### src/rtl/controle_pkg.sv
// Shared types and encodings for the multicycle control unit.
package controle_pkg;

    // FSM states, 3-bit encoding
    typedef enum logic [2:0] {
        BUSCA   = 3'd0,
        DECOD   = 3'd1,
        EXEC    = 3'd2,
        MEM     = 3'd3,
        ESCRITA = 3'd4,
        HALT    = 3'd5
    } estado_t;

    // Instruction classes produced by the opcode decoder
    typedef enum logic [2:0] {
        CL_R      = 3'd0,
        CL_I      = 3'd1,
        CL_JUMP   = 3'd2,
        CL_BEQ    = 3'd3,
        CL_LW     = 3'd4,
        CL_SW     = 3'd5,
        CL_HALT   = 3'd6,
        CL_ILEGAL = 3'd7
    } classe_t;

    // Opcodes with dedicated behaviour (low nibble of a legal opcode)
    localparam logic [3:0] OP_JUMP = 4'd11;
    localparam logic [3:0] OP_BEQ  = 4'd12;
    localparam logic [3:0] OP_LW   = 4'd13;
    localparam logic [3:0] OP_SW   = 4'd14;
    localparam logic [3:0] OP_HALT = 4'd15;

    // ALU B operand select
    localparam logic [1:0] B_REG  = 2'b00;
    localparam logic [1:0] B_UM   = 2'b01;
    localparam logic [1:0] B_IMED = 2'b10;
    localparam logic [1:0] B_DESL = 2'b11;

    // PC source select
    localparam logic [1:0] CP_ULA   = 2'b00;
    localparam logic [1:0] CP_SAIDA = 2'b01;
    localparam logic [1:0] CP_JUMP  = 2'b10;

endpackage

### src/rtl/controle_decod.sv
// Combinational opcode classifier: maps an opcode onto its instruction class.
module controle_decod
    import controle_pkg::*;
#(
    parameter int OP_W = 4
) (
    input  logic [OP_W-1:0] op_i,
    output classe_t         classe_o
);

    logic legal;

    // Anything at or above 16 is outside the instruction set
    assign legal = ({1'b0, op_i} < (OP_W+1)'(16));

    // Classify legal opcodes by their low nibble
    always_comb begin
        classe_o = CL_ILEGAL;
        if (legal) begin
            case (op_i[3:0])
                4'd0, 4'd1, 4'd3, 4'd4, 4'd5:             classe_o = CL_R;
                4'd2, 4'd6, 4'd7, 4'd8, 4'd9, 4'd10:      classe_o = CL_I;
                OP_JUMP:                                  classe_o = CL_JUMP;
                OP_BEQ:                                   classe_o = CL_BEQ;
                OP_LW:                                    classe_o = CL_LW;
                OP_SW:                                    classe_o = CL_SW;
                OP_HALT:                                  classe_o = CL_HALT;
                default:                                  classe_o = CL_ILEGAL;
            endcase
        end
    end

endmodule

### src/rtl/controle_multiciclo.sv
// Multicycle control unit: steps each instruction through fetch, decode,
// execute, memory and writeback, driving datapath muxes and write enables.
//
// state   | meaning
// --------+-----------------------------------------------------------
// BUSCA   | fetch: read memory at PC, PC+1 and IR load on mem_pronto
// DECOD   | latch opcode, precompute branch target in ALUOut
// EXEC    | ALU operation / jump / branch / address computation
// MEM     | load or store, held until mem_pronto
// ESCRITA | register bank writeback (ALUOut or MDR)
// HALT    | stopped (halt opcode or illegal opcode), left only by rst
module controle_multiciclo
    import controle_pkg::*;
#(
    parameter int OP_W    = 4,
    parameter int ULA_W   = 4,
    parameter int ULA_ADD = 0,
    parameter int ULA_SUB = 1,
    parameter int CNT_W   = 16
) (
    input  logic             clk,
    input  logic             rst,
    input  logic [OP_W-1:0]  opcode,
    input  logic             zero,
    input  logic             mem_pronto,
    output logic             EscCondCP,
    output logic             EscCP,
    output logic [ULA_W-1:0] ULA_OP,
    output logic             ULA_A,
    output logic [1:0]       ULA_B,
    output logic             EscIR,
    output logic [1:0]       FonteCP,
    output logic             EscReg,
    output logic             LerMem,
    output logic             EscMem,
    output logic             IouD,
    output logic             MemParaReg,
    output logic             parado,
    output logic             erro,
    output logic [CNT_W-1:0] instr_cont
);

    estado_t          estado_q, estado_d;
    logic [OP_W-1:0]  op_q, op_d;
    logic             parado_q, erro_q;
    logic [CNT_W-1:0] cont_q;
    classe_t          classe_in, classe_reg;
    logic             retira;

    // The zero flag is combined with EscCondCP in the datapath, not here
    logic unused_zero;
    assign unused_zero = zero;

    // Live opcode is classified only in DECOD; later states use the latched copy
    controle_decod #(.OP_W(OP_W)) u_decod_in (
        .op_i     (opcode),
        .classe_o (classe_in)
    );

    controle_decod #(.OP_W(OP_W)) u_decod_reg (
        .op_i     (op_q),
        .classe_o (classe_reg)
    );

    // State register with synchronous reset
    always_ff @(posedge clk) begin
        if (rst) estado_q <= BUSCA;
        else     estado_q <= estado_d;
    end

    // Next-state logic
    always_comb begin
        estado_d = estado_q;
        case (estado_q)
            BUSCA: begin
                if (mem_pronto) estado_d = DECOD;
            end
            DECOD: begin
                if (classe_in == CL_HALT || classe_in == CL_ILEGAL) estado_d = HALT;
                else                                                 estado_d = EXEC;
            end
            EXEC: begin
                case (classe_reg)
                    CL_R, CL_I:       estado_d = ESCRITA;
                    CL_JUMP, CL_BEQ:  estado_d = BUSCA;
                    CL_LW, CL_SW:     estado_d = MEM;
                    default:          estado_d = HALT;
                endcase
            end
            MEM: begin
                if (mem_pronto) estado_d = (classe_reg == CL_LW) ? ESCRITA : BUSCA;
            end
            ESCRITA: estado_d = BUSCA;
            HALT:    estado_d = HALT;
            default: estado_d = BUSCA;
        endcase
    end

    // An instruction retires when it hands control back to fetch
    assign retira = (estado_d == BUSCA) &&
                    (estado_q == EXEC || estado_q == MEM || estado_q == ESCRITA);

    assign op_d = (estado_q == DECOD) ? opcode : op_q;

    // Latched opcode, halt/error flags and retired-instruction counter
    always_ff @(posedge clk) begin
        if (rst) begin
            op_q     <= '0;
            parado_q <= 1'b0;
            erro_q   <= 1'b0;
            cont_q   <= '0;
        end else begin
            op_q     <= op_d;
            parado_q <= (estado_d == HALT);
            erro_q   <= erro_q | ((estado_q == DECOD) && (classe_in == CL_ILEGAL));
            if (retira) cont_q <= cont_q + 1'b1;
        end
    end

    // Control outputs; everything is held low while rst is asserted
    always_comb begin
        EscCondCP  = 1'b0;
        EscCP      = 1'b0;
        ULA_OP     = '0;
        ULA_A      = 1'b0;
        ULA_B      = B_REG;
        EscIR      = 1'b0;
        FonteCP    = CP_ULA;
        EscReg     = 1'b0;
        LerMem     = 1'b0;
        EscMem     = 1'b0;
        IouD       = 1'b0;
        MemParaReg = 1'b0;
        if (!rst) begin
            case (estado_q)
                BUSCA: begin
                    LerMem = 1'b1;
                    ULA_B  = B_UM;
                    ULA_OP = ULA_W'(ULA_ADD);
                    EscIR  = mem_pronto;
                    EscCP  = mem_pronto;
                end
                DECOD: begin
                    ULA_B  = B_DESL;
                    ULA_OP = ULA_W'(ULA_ADD);
                end
                EXEC: begin
                    case (classe_reg)
                        CL_R: begin
                            ULA_A  = 1'b1;
                            ULA_B  = B_REG;
                            ULA_OP = ULA_W'(op_q);
                        end
                        CL_I: begin
                            ULA_A  = 1'b1;
                            ULA_B  = B_IMED;
                            ULA_OP = ULA_W'(op_q);
                        end
                        CL_JUMP: begin
                            EscCP   = 1'b1;
                            FonteCP = CP_JUMP;
                        end
                        CL_BEQ: begin
                            EscCondCP = 1'b1;
                            FonteCP   = CP_SAIDA;
                            ULA_A     = 1'b1;
                            ULA_B     = B_REG;
                            ULA_OP    = ULA_W'(ULA_SUB);
                        end
                        CL_LW, CL_SW: begin
                            ULA_A  = 1'b1;
                            ULA_B  = B_IMED;
                            ULA_OP = ULA_W'(ULA_ADD);
                        end
                        default: ;
                    endcase
                end
                MEM: begin
                    IouD   = 1'b1;
                    LerMem = (classe_reg == CL_LW);
                    EscMem = (classe_reg == CL_SW);
                end
                ESCRITA: begin
                    EscReg     = 1'b1;
                    MemParaReg = (classe_reg == CL_LW);
                end
                default: ;
            endcase
        end
    end

    assign parado     = parado_q;
    assign erro       = erro_q;
    assign instr_cont = cont_q;

endmodule

### config.mk
export PLATFORM = sky130hd
export DESIGN_NAME = controle_multiciclo
export DESIGN_NICKNAME = d
export VERILOG_FILES = /design/src/rtl/controle_pkg.sv /design/src/rtl/controle_decod.sv /design/src/rtl/controle_multiciclo.sv
export SDC_FILE = /design/constraint.sdc
export NUM_CORES = 1
export LEC_CHECK = 0
export CAP_MARGIN = 20
export CORE_ASPECT_RATIO = 0.9
export CORE_UTILIZATION = 45
export CTS_BUF_LIST = sky130_fd_sc_hd__clkbuf_4 sky130_fd_sc_hd__clkbuf_8
export DETAILED_ROUTE_END_ITERATION = 12
export DONT_BUFFER_PORTS = 1
export HOLD_SLACK_MARGIN = 0.03
export SYNTH_ARGS = -nofsm -noshare
export SYNTH_HDL_FRONTEND = slang
export SYNTH_SLANG_ARGS = --single-unit
### constraint.sdc
create_clock -name clk -period 3.6 [get_ports clk]
set_clock_uncertainty 0.15 [all_clocks]
set_input_delay 0.72 -clock clk [delete_from_list [all_inputs] [get_ports clk]]
set_output_delay 0.72 -clock clk [all_outputs]
set_load 0.005 [all_outputs]
# Word level (Yosys, flattened, before mapping)
# Memories as Yosys holds them, arrays and structs flattened. A register that Yosys moved wholly into a read port is not among the register bits.
# Cells that the tools add are included.
# W data, S select, Z words.
dict set report classes {
  bitwise 1
  reduce_logical 13
  addsub 1
  muxes 38
  n_eq_ne 13
}
# operator count
set ops {}
lappend ops {{$eq A3 B3 Y1 const B} 7}
lappend ops {{$mux W1} 19}
lappend ops {{$add A16 B1 Y16 const B} 1}
lappend ops {{$mux W4} 4}
lappend ops {{$pmux W3 S5} 1}
lappend ops {{$eq A3 B2 Y1 const B} 4}
lappend ops {{$mux W3} 4}
lappend ops {{$logic_not A3 Y1} 3}
lappend ops {{$pmux W3 S3} 1}
lappend ops {{$mux W2} 4}
lappend ops {{$pmux W4 S2} 1}
lappend ops {{$eq A3 B1 Y1 const B} 2}
lappend ops {{$pmux W2 S3} 1}
lappend ops {{$reduce_or A2 Y1} 3}
lappend ops {{$reduce_or A5 Y1} 1}
lappend ops {{$pmux W1 S2} 2}
lappend ops {{$pmux W2 S2} 1}
lappend ops {{$logic_or A1 B1 Y1} 3}
lappend ops {{$reduce_or A3 Y1} 1}
lappend ops {{$logic_and A1 B1 Y1} 2}
lappend ops {{$or A1 B1 Y1} 1}
dict set report totals {
  out_inout_bits 35
  inputBits 8
  rom_bits 96
  mem_count 2
  reg_bits 25
}
# memory depth width rd rd_clocked_by_memory_dff wr line
set mem_list {}
lappend mem_list {{(name not given)} 16 3 1 0 0 controle_decod.sv:20} ;# case (op_i[3:0])
lappend mem_list {{(name not given)} 16 3 1 1 0 controle_decod.sv:20}

# Depth between registers and ports, before layout
# Gate-level depths: netlist (run 1).
# An unclocked memory read counts as a cell.
dict set report logic_depth {
  depth_word 7
  mapped_depth 9
}

# Hierarchy
# Synthesis (run 1) repeated with hierarchy kept, for this count alone.
dict set report unflattened {
  hier_cells 218
  area_unflattened_um2 1840.5
}
# module area_each_um2 seq_area_each_um2 instances cells_each
set by_module_without_submodules {}
lappend by_module_without_submodules {controle_multiciclo 1635.3 500.5 1 194}
lappend by_module_without_submodules {controle_decod 102.6 0.0 2 12}

# Least setup slack after synthesis (run 1)
# Ideal clock, no wire load.
dict set report synth_timing {
  kind {input -> output}
  start {input rst}
  end {output ULA_OP[0]}
  t_required_ns 2.730
  path_slack_ns 0.928
  arrival_time_ns 1.802
  stages 5
  path_cell_list {clkbuf_1 -> or2_2 -> clkbuf_1 -> nor4_1 -> a21o_1}
}
dict set report synth_between {
  elab_chain_len 1
}
# element line
set synth_rtl {}
lappend synth_rtl {{start: declaration} controle_multiciclo.sv:22} ;# input logic rst,
lappend synth_rtl {{$mux W4} controle_multiciclo.sv:134} ;# if (!rst) begin
lappend synth_rtl {{end: declaration} controle_multiciclo.sv:28} ;# output logic [ULA_W-1:0] ULA_OP,
# No other way between the ends.

# Worst setup path in the final report (run 1)
dict set report layout_timing {
  start {register estado_q[0]}
  end {register u_decod_reg.classe_o[1] (netlist name)}
}
dict set report layout_between {
  elab_chain_len 3
}
# element line
set layout_rtl {}
lappend layout_rtl {{start: declaration} controle_multiciclo.sv:43} ;# estado_t estado_q, estado_d;
lappend layout_rtl {{start signal: assignment} controle_multiciclo.sv:68} ;# else estado_q <= estado_d;
lappend layout_rtl {{$eq A3 B1 Y1} controle_multiciclo.sv:103} ;# assign op_d = (estado_q == DECOD) ? opcode : op_q;
lappend layout_rtl {{$mux W4 (no line) (2 in a row)} -}
# No other way between the ends.
# A chain may end at the register's enable or synchronous reset.

==> results of run 1 <==
routing by layer:
layer / GRT usage / wire length (um) / vias up
li1: - / - / 748
met1: 0.2724 / 1843 / 725
met2: 0.3377 / 1859 / 44
met3: 0.06870 / 259 / 6
met4: 0.06383 / 40 / 0
met5: 0 / 0 / -
layout make-up:
cell class,instances,area (sq um),area share
Multi-Input combinational cell,153,1037,0.5789
Sequential cell,28,560.5,0.3128
Tap cell,44,55.05,0.03073
Inverter,13,48.80,0.02723
Clock buffer,3,41.29,0.02304
Clock inverter,1,30.03,0.01676
Timing Repair Buffer,2,18.77,0.01047
stage by stage:
| step | instances | worst slack [ps] | hold slack [ps] |
|---|---|---|---|
| global placement | 239 | 912.5 | 331.7 |
| global route | 244 | 516.2 | 323.8 |
| detailed placement | 239 | 788.4 | 343.5 |
| CTS | 243 | 745.8 | 338.5 |
| finish | 244 | 755.2 | 342.9 |
| floorplan | 207 | 927.7 | 310.4 |
cell usage after synthesis (7+ instances only):
cell type,number
nor2_1,17
ha_1,10
inv_1,13
nor2b_1,7
nand3_1,7
o31ai_1,12
a21oi_1,17
mux2i_1,7
dfxtp_1,28
nand2_1,11
clkbuf_1,7
or4_1,12
sequential cells by signal, indices dropped and copies added (netlist names):
register and cells:
instr_cont 16, estado_q 3, u_decod_reg.classe_o 3, op_q 4, erro 1, parado 1
cell families after synthesis:
group / count (synthesis)
buffers and inverters: 26
AOI/OAI and AO/OA: 46
and+or+nand+nor: 88
DFF: 28
muxes: 9
adders and majority gates: 10
worst paths after layout:
| check | from | endpoint | slack, ps | cells after the start |
|---|---|---|---|---|
| worst max register to register | estado_q[0] | u_decod_reg.classe_o[1] | 760 | 6 |
| worst min register to register | instr_cont[15] | instr_cont[15] | 360 | 2 |
| worst max-delay path | estado_q[0] | u_decod_reg.classe_o[1] | 760 | 6 |
| worst min-delay path | rst | instr_cont[4] | 340 | 1 |
worst register-to-register path: stages, from the launching register on:
cell,delay (ps)
dfxtp_1,630
nor3b_2,530
mux2i_1,170
nor2_1,280
inv_1,90
ha_1,300
a2111oi_0,550
report_power, final:
group / internal [mW] / switching [mW]
Combinational: 0.0316 / 0.0523
Clock: 0.149 / 0.102
Sequential: 0.319 / 0.0161
==> summary.txt, run 1 <==
Timing
  – RSZ-0062 raised after global routing: false
  – Slew headroom: 0.5976
  – Fin crit period: around 2800 ps
  – Fin. max-slew vios: 0
  – Worst-Margin Slew: 588.4 ps
  – FMAX: 351.5 MHz
  – Tcrit/Tclk final: 0.7902
  – Final Setup Violations: 0
  – Final Hold Violating Endpoints: 0
  – Setup TNS: 0 ps

Final layout
  – Area Growth Syn to Fin: 5.839%
  – Most common cell after layout, fill and taps aside: dfxtp_1
  – Post-route cell area: around 0.0018 sq mm
  – Post-layout util: 0.5151
  – Fraction of layout cells with a size suffix above 1: 0.07000
  – Most frequent cells in the layout: 28 x dfxtp_1, 17 x nor2_1, 17 x a21oi_1
  – N_diodes: 0
  – Fin nets: about 220
  – Filler cells: around 350

CTS
  – Root Buffer Master: clkbuf_8
  – Hold-fix buffers, CTS: 0
  – H-Tree Depth: 1
  – CTS max path bufs: 2
  – CTS tree: yes
  – Post-cts sizing count: 0
  – Total CTS buffers: 3
  – Worst-skew pair later-pin latency: 280 ps
  – Setup repair bufs after CTS: 0
  – Reg clk slew, reported paths: about 100 ps
  – CTS sink count: 28

Floorplan
  – Ports: 43
  – Die width: 66.65 um
  – Cell Rows: 20
  – Die area: around 0.004 sq mm
  – Starting Density: 0.4867
  – Core Area: around 0.0035 sq mm
  – Die Span Y: around 60 um

Logic synthesis
  – Synth Area in Compound Gates: 0.1803
  – Distinct cells, synth: 41
  – Async set or reset register ratio after synthesis: 0
  – Simple-gate area share of the yosys netlist: 0.2993
  – Post-synthesis adder-cell area fraction: 0.07391
  – Register area share after synthesis: 0.3311
  – Number of synthesized flops with an enable pin: 0
  – Largest family of logic cells by synthesized area: simple AND/OR/NAND/NOR gates
  – Mean Syn Cell Area: 8.178 sq um
  – Yosys top cell area share: 0.3311
  – Synth Net Count: between 200 and 250
  – Post-synthesis mux area share: 0.05469
  – Dominant cells by area after synthesis: dfxtp_1 33%, ha_1 7.4%, o31ai_1 5.3%
  – Primary FF master, synth: dfxtp_1
  – Yosys reg bits: 28
  – Leading area contributor after synthesis: dfxtp_1
  – Yosys warnings: 0
  – Cell area after synthesis: roughly 0.0017 sq mm
  – XOR/XNOR share of the synthesized area: 0
  – Syn Inst Count: around 210

Routing
  – Remaining DRCs: 0
  – WL per Instance: roughly 16 um
  – Initial DRC count: 129
  – Routed wire length: approximately 4000 um
  – Vias per cell: between 6 and 7
  – Final ANT Viol Nets: 0
  – Router iterations before antenna repair: 4
  – Vias after detailed routing: 1,523

Global routing
  – Largest net degree at the start of global routing: 37
  – First-pass GRT wire length: about 6500 um
  – Vias in the first global route: between 1,000 and 1,500
  – Grt total ovfl: 0
  – GRT Overall Usage: 0.2122
  – Initial antenna violation count: 0

Pwr
  – P_leak: between 0.6 and 0.7 nW
  – Pwr dens: roughly 370 mW/mm^2
  – Overall power: about 670 uW
  – Max VDD drop: 238.5 uV

Critical path
  – Critical path required time: roughly 3600 ps
  – Critical path's largest stage delay: 630 ps
  – WP data arrival: approximately 2800 ps
  – Critical Path, Cell by Cell: nor3b_2 > mux2i_1 > nor2_1 > inv_1 > ha_1 > a2111oi_0
  – Delay-heaviest family, CP: simple AND/OR/NAND/NOR gates
  – CP endpoint kind: flop
  – CP bufs+invs: 1
  – CP Class: reg2reg
  – Crit-path max FO: 15
  – Startpoint Class: flop
  – Slowest stage cell, crit path: dfxtp_1

Run status
  – Status: complete, no violations

Flow run
  – Max Cap Viol: 0

Placement
  – DP Area: about 0.0017 sq mm
  – GPL Wtd Cong: about 0.9
  – IO Port Bufs: 0
  – DP HPWL: roughly 2800 um

Hold path
  – HP Class: in2reg
No activity file was read; power rests on OpenSTA's default activity.
==> inputs of run 2 (changes only) <==
==> constraint.sdc (replaced) <==
create_clock -name clk -period 2.45 [get_ports clk]
set_clock_uncertainty 0.15 [all_clocks]
set_input_delay 0.49 -clock clk [delete_from_list [all_inputs] [get_ports clk]]
set_output_delay 0.49 -clock clk [all_outputs]
set_load 0.005 [all_outputs]
==> summary.txt, run 2 (synthesized netlist as in run 1, its figures left out) <==
Run status
  – Status: complete, no violations

Pwr
  – Combinational Power Share: 0.153 (+0.028)
  – Net Sw Frac: 0.2539 (about the same)
  – Max VDD drop: 393.2 uV (+65%)
  – Overall power: 1.003 mW (+50%)
  – Int Pwr: 748.1 uW (+50%)
  – Power share of the sequential group: 0.481 (-0.019)
  – Clock power frac: 0.366 (-0.008)
  – Psw: 254.6 uW (+50%)
  – Pwr dens: 521.7 mW/mm^2 (+40%)
  – P_leak: 0.6683 nW (+7.1%)

Timing
  – Worst hold margin: 119.5 ps (-223.4 ps)
  – Slew headroom: 0.7143 (+0.1167)
  – Tcrit/Tclk final: 0.9711 (+0.1809)
  – FMAX: 420.3 MHz (+20%)
  – Final Hold Violating Endpoints: 0 (unchanged)
  – Fin crit period: 2379 ps (-465.5 ps)
  – Fin. max-slew vios: 0 (unchanged)
  – Final Setup Violations: 0 (unchanged)
  – Worst-Margin Slew: 424.7 ps (-163.7 ps)
  – Setup TNS: 0 ps (unchanged)

Final layout
  – N_diodes: 0 (unchanged)
  – FF+latch area: 561.8 sq um (+0.22%)
  – Final std cells w/o fill: 254 (+4.1%)
  – Area Growth Syn to Fin: 13.53%
  – Post-layout util: 0.5525 (+0.03741)
  – Fraction of layout cells with a size suffix above 1: 0.1429 (+0.07286)
  – Filler cells: 311 (-11%)
  – Most frequent cells in the layout: 27 x dfxtp_1, 17 x a21oi_1, 16 x nor2_1
  – Most common cell after layout, fill and taps aside: dfxtp_1
  – Multi-input gate area: 0.001082 sq mm (+4.3%)
  – Largest register FFs: 16 (unchanged)
  – Fin nets: 229 (+4.6%)

Floorplan
  – Cell Rows: 20 (unchanged)
  – Die width: 66.65 um (unchanged)
  – Core Area: 0.003478 sq mm (unchanged)
  – Ports: 43 (unchanged)
  – Starting Density: 0.4867 (unchanged)
  – Die area: 0.004011 sq mm (unchanged)
  – Die Span Y: 60.19 um (unchanged)

CTS
  – H-Tree Depth: 1 (unchanged)
  – Worst-skew pair later-pin latency: 270 ps (about the same)
  – CTS max path bufs: 2 (unchanged)
  – Reg clk slew, reported paths: 100 ps (about the same)
  – CTS sink count: 28 (unchanged)
  – CTS tree: yes
  – Root Buffer Master: clkbuf_8
  – Hold-fix buffers, CTS: 0 (unchanged)
  – Total CTS buffers: 3 (unchanged)

Critical path
  – Crit-path max FO: 6 (-9)
  – CP endpoint kind: flop
  – Critical Path, Cell by Cell: inv_1 > ha_1 > or3_4 > a211oi_4 > o211ai_4 > buf_4 > buf_4 > o31ai_2 > a21oi_1
  – Critical path required time: 2470 ps (-1100 ps)
  – Most Frequent Cell on Critical Path: buf_4
  – WP data arrival: 2400 ps (-410 ps)
  – CP bufs+invs: 3 (+2)
  – CP Class: reg2reg
  – Critical path's largest stage delay: 390 ps (-240 ps)
  – Delay-heaviest family, CP: compound AO/OA/AOI/OAI gates
  – Startpoint Class: flop
  – Slowest stage cell, crit path: or3_4

Placement
  – GPL Wtd Cong: 0.8524 (-4.8%)
  – Cell Count Post-Placement: 247 (+3.3%)
  – IO Port Bufs: 0 (unchanged)
  – DP HPWL: 2775 um (about the same)

Routing
  – Routed wire length: 3970 um (-0.82%)
  – Router iterations before antenna repair: 4 (unchanged)
  – Initial DRC count: 131 (+1.6%)
  – Vias per cell: 6.020 (-3.6%)
  – Remaining DRCs: 0 (unchanged)
  – WL per Instance: 15.63 um (-4.7%)
  – Vias after detailed routing: 1,529 (+0.39%)
  – Final ANT Viol Nets: 0 (unchanged)

Flow run
  – Max Cap Viol: 0 (unchanged)

Global routing
  – Largest net degree at the start of global routing: 37 (unchanged)
  – First-pass GRT wire length: 6230 um (-3.8%)
  – Met1 usage: 0.2782 (+0.005747)
  – Busiest layer in global routing: met2
  – Initial antenna violation count: 0 (unchanged)
  – Met2 usage: 0.3088 (-0.02886)
  – Grt total ovfl: 0 (unchanged)
  – Vias in the first global route: 1,372 (-4.1%)
  – GRT Overall Usage: 0.2022 (-0.01005)
  – Met3 usage: 0.05725 (-0.01145)

Hold path
  – HP Class: in2reg
-- run 2: stage by stage --
| stage | cell area, sq um | worst slack (ps) |
|---|---|---|
| floorplan | 1693 | 83.14 |
| global placement | 1782 | 71.70 |
| detailed placement | 1782 | 47.30 |
| CTS | 1853 | 10.71 |
| global route | 1922 | -24.74 |
| finish | 1922 | 70.73 |
-- run 2: worst register-to-register path, stage by stage (launching register included) --
cell and delay, ps:
dfxtp_2 350, inv_1 50, ha_1 220, or3_4 390, a211oi_4 340, o211ai_4 160, buf_4 180, buf_4 130
o31ai_2 200, a21oi_1 90
-- run 2: cell type report --
| class | instances | area share |
|---|---|---|
| tap | 44 | 0.02865 |
| clock inverter | 1 | 0.01563 |
| inverter | 13 | 0.02539 |
| multi-input combinational | 153 | 0.5632 |
| timing repair buffer | 12 | 0.05339 |
| sequential | 28 | 0.2923 |
| clock buffer | 3 | 0.02148 |
-- run 2: power by group through the flow --
stage,Sequential [mW],Clock (mW),Combinational [mW]
5_1_grt,0.485,0.388,0.171
2_1_floorplan,0.489,0,0.115
6_report,0.482,0.367,0.153
4_1_cts,0.482,0.375,0.144
3_3_place_gp,0.492,0,0.140
3_5_place_dp,0.492,0,0.143
-- run 2: per-layer routing --
metal | vias up | part of all wire
li1 | 771 | -
met1 | 714 | 0.48
met2 | 42 | 0.46
met3 | 2 | 0.059
met4 | 0 | 0.0048
met5 | - | 0
-- run 2: path summary, 6_finish.rpt --
path | depth (start not counted) | end | startpoint | slack (ps)
setup / recovery | 9 | instr_cont[14] | u_decod_reg.classe_o[1] | 70
setup reg to reg | 9 | instr_cont[14] | u_decod_reg.classe_o[1] | 70
hold reg to reg | 2 | instr_cont[15] | instr_cont[15] | 350
hold / removal | 1 | estado_q[2] | rst | 120
-- run 2: repair_timing --
action,CTS,global route
buffers inserted,0,3
endpoints found under the hold margin,0,0
resized for setup,0,11
endpoints found under the setup margin,0,18
==> inputs of run 3 (changes only) <==
--- a/config.mk
+++ b/config.mk
@@ -7,11 +7,11 @@
 export LEC_CHECK = 0
 export CAP_MARGIN = 20
 export CORE_ASPECT_RATIO = 0.9
-export CORE_UTILIZATION = 45
-export CTS_BUF_LIST = sky130_fd_sc_hd__clkbuf_4 sky130_fd_sc_hd__clkbuf_8
+export CORE_UTILIZATION = 56
 export DETAILED_ROUTE_END_ITERATION = 12
 export DONT_BUFFER_PORTS = 1
 export HOLD_SLACK_MARGIN = 0.03
+export PLACE_DENSITY = 0.74
 export SYNTH_ARGS = -nofsm -noshare
 export SYNTH_HDL_FRONTEND = slang
 export SYNTH_SLANG_ARGS = --single-unit
==> summary.txt, run 3 (synthesized netlist as in run 1, its figures left out) <==
Routing
  – M1 wire length: 1781 um (-5.6%)
  – Initial DRC count: 143 (+9.2%)
  – WL met3: 302 um (+29%)
  – Vias after detailed routing: 1,600 (+4.6%)
  – Remaining DRCs: 0 (unchanged)
  – Met2 routed WL: 2202 um (+20%)
  – Router iterations before antenna repair: 5 (+1)
  – Final ANT Viol Nets: 0 (unchanged)
  – Routed wire length: 4326 um (+9.0%)
  – WL per Instance: 17.37 um (+11%)
  – DR top layer: met4
  – Vias per cell: 6.426 (+6.7%)

Critical path
  – Critical Path, Cell by Cell: buf_4 > or2_2 > nor3_2 > and2_1
  – CP Class: reg2out
  – Critical path's largest stage delay: 390 ps (about the same)
  – Worst reg2reg path depth: 8 (-1)
  – Startpoint Class: flop
  – Crit-path max FO: 12 (+6)
  – Slowest stage cell, crit path: or2_2
  – CP endpoint kind: primary output
  – WP data arrival: 1740 ps (-660 ps)
  – Critical path required time: 1810 ps (-660 ps)

CTS
  – CTS tree: yes
  – H-Tree Depth: 1 (unchanged)
  – Total CTS buffers: 3 (unchanged)
  – Root Buffer Master: clkbuf_4
  – Worst-skew pair later-pin latency: 320 ps (+50 ps)
  – CTS sink count: 28 (unchanged)
  – Reg clk slew, reported paths: 150 ps (+50 ps)
  – Setup repair bufs after CTS: 0 (unchanged)
  – CTS max path bufs: 2 (unchanged)
  – Hold-fix buffers, CTS: 0 (unchanged)

Final layout
  – Most common cell after layout, fill and taps aside: dfxtp_1
  – N_diodes: 0 (unchanged)
  – Most frequent cells in the layout: 27 x dfxtp_1, 16 x nor2_1, 15 x a21oi_1
  – Largest register FFs: 16 (unchanged)
  – Post-route cell area: 0.001922 sq mm (unchanged)
  – Area Growth Syn to Fin: 13.53% (unchanged)
  – Fin nets: 228 (-0.44%)
  – Filler cells: 235 (-24%)
  – Fraction of layout cells with a size suffix above 1: 0.1675 (+0.02461)

Global routing
  – Largest net degree at the start of global routing: 37 (unchanged)
  – Initial antenna violation count: 0 (unchanged)
  – First-pass GRT wire length: 6258 um (+0.45%)
  – Vias in the first global route: 1,401 (+2.1%)
  – Grt total ovfl: 0 (unchanged)
  – GRT Overall Usage: 0.2587 (+0.05652)

Placement
  – DP Area: 0.001792 sq mm (+0.56%)
  – DP HPWL: 3077 um (+11%)
  – IO Port Bufs: 0 (unchanged)
  – GPL Wtd Cong: 0.8543 (+0.22%)

Pwr
  – P_leak: 0.6654 nW (-0.43%)
  – Overall power: 952.5 uW (-5.0%)
  – Pwr dens: 495.6 mW/mm^2 (-5.0%)
  – Max VDD drop: 466.3 uV (+19%)

Timing
  – Fin crit period: 2377 ps (-2.099 ps)
  – FMAX: 420.7 MHz (about the same)
  – Worst-Margin Slew: 617.1 ps (+192.4 ps)
  – Final Setup Violations: 0 (unchanged)
  – Slew headroom: 0.5882 (-0.1261)
  – RSZ-0062 raised after global routing: true
  – Final Hold Violating Endpoints: 0 (unchanged)
  – Tcrit/Tclk final: 0.9703 (about the same)
  – Fin. max-slew vios: 0 (unchanged)

Run status
  – Status: complete, no violations

Floorplan
  – Die area: 0.003247 sq mm (-19%)
  – Starting Density: 0.6013 (+0.1146)
  – Ports: 43 (unchanged)
  – Cell Rows: 18 (-10%)
  – Die width: 59.96 um (-10%)
  – Die Span Y: 54.16 um (-10%)
  – Core Area: 0.002815 sq mm (-19%)

Hold path
  – Cell depth of the worst min-delay path: 1 (unchanged)
  – HP Class: in2reg

Flow run
  – Max Cap Viol: 0 (unchanged)
[run 3: worst paths after layout]
path | from | to | slack, ps
worst max-delay path | estado_q[0] | ULA_OP[3] | 70
worst min-delay path | rst | op_q[1] | 60
worst max register to register | u_decod_reg.classe_o[1] | instr_cont[10] | 100
worst min register to register | instr_cont[15] | instr_cont[15] | 360
[run 3: what timing repair did]
action,4_1_cts,5_1_grt
endpoints found under the setup margin,6,22
resized for setup,3,13
pin swaps,0,3
[run 3: stage by stage]
step / setup slack (ps) / TNS, ps / hold WS (ps) / cells / utilization
final: 72.83 / 0 / 58.45 / 249 / 0.6827
after global routing: -33.77 / -39.98 / 35.58 / 249 / 0.6827
after CTS: 3.131 / 0 / 49.26 / 249 / 0.6609
after floorplan: 83.14 / 0 / 310.4 / 207 / -
after detailed placement: -8.108 / -14.18 / 344.4 / 245 / 0.6364
after global placement: 94.94 / 0 / 326.2 / 245 / 0.6364
[run 3: critical path: cells and delay by family, from the launching register on]
family        cells  cell delay (ps)
buf+inv           1              190
flops             1              370
simple gates      3              860
[run 3: layout make-up]
cell class | count | area [sq um] | area share
multi-input cells | 153 | 1110 | 0.5775
flip-flops and latches | 28 | 561.8 | 0.2923
clock buffers | 3 | 22.52 | 0.01172
well taps | 40 | 50.05 | 0.02604
inverters | 13 | 48.80 | 0.02539
repair buffers | 11 | 98.84 | 0.05143
clock inverters | 1 | 30.03 | 0.01563
[run 3: report_power, final]
group          switching (mW)  total, mW  internal [mW]
sequential             0.0137      0.483          0.470
clock                   0.138      0.303          0.165
combinational           0.102      0.166         0.0642
[run 3: layer usage]
layer	vias up	track usage
met1	758	0.3265
met3	6	0.07212
met5	-	0
met4	0	0.05426
met2	69	0.4407
li1	767	-
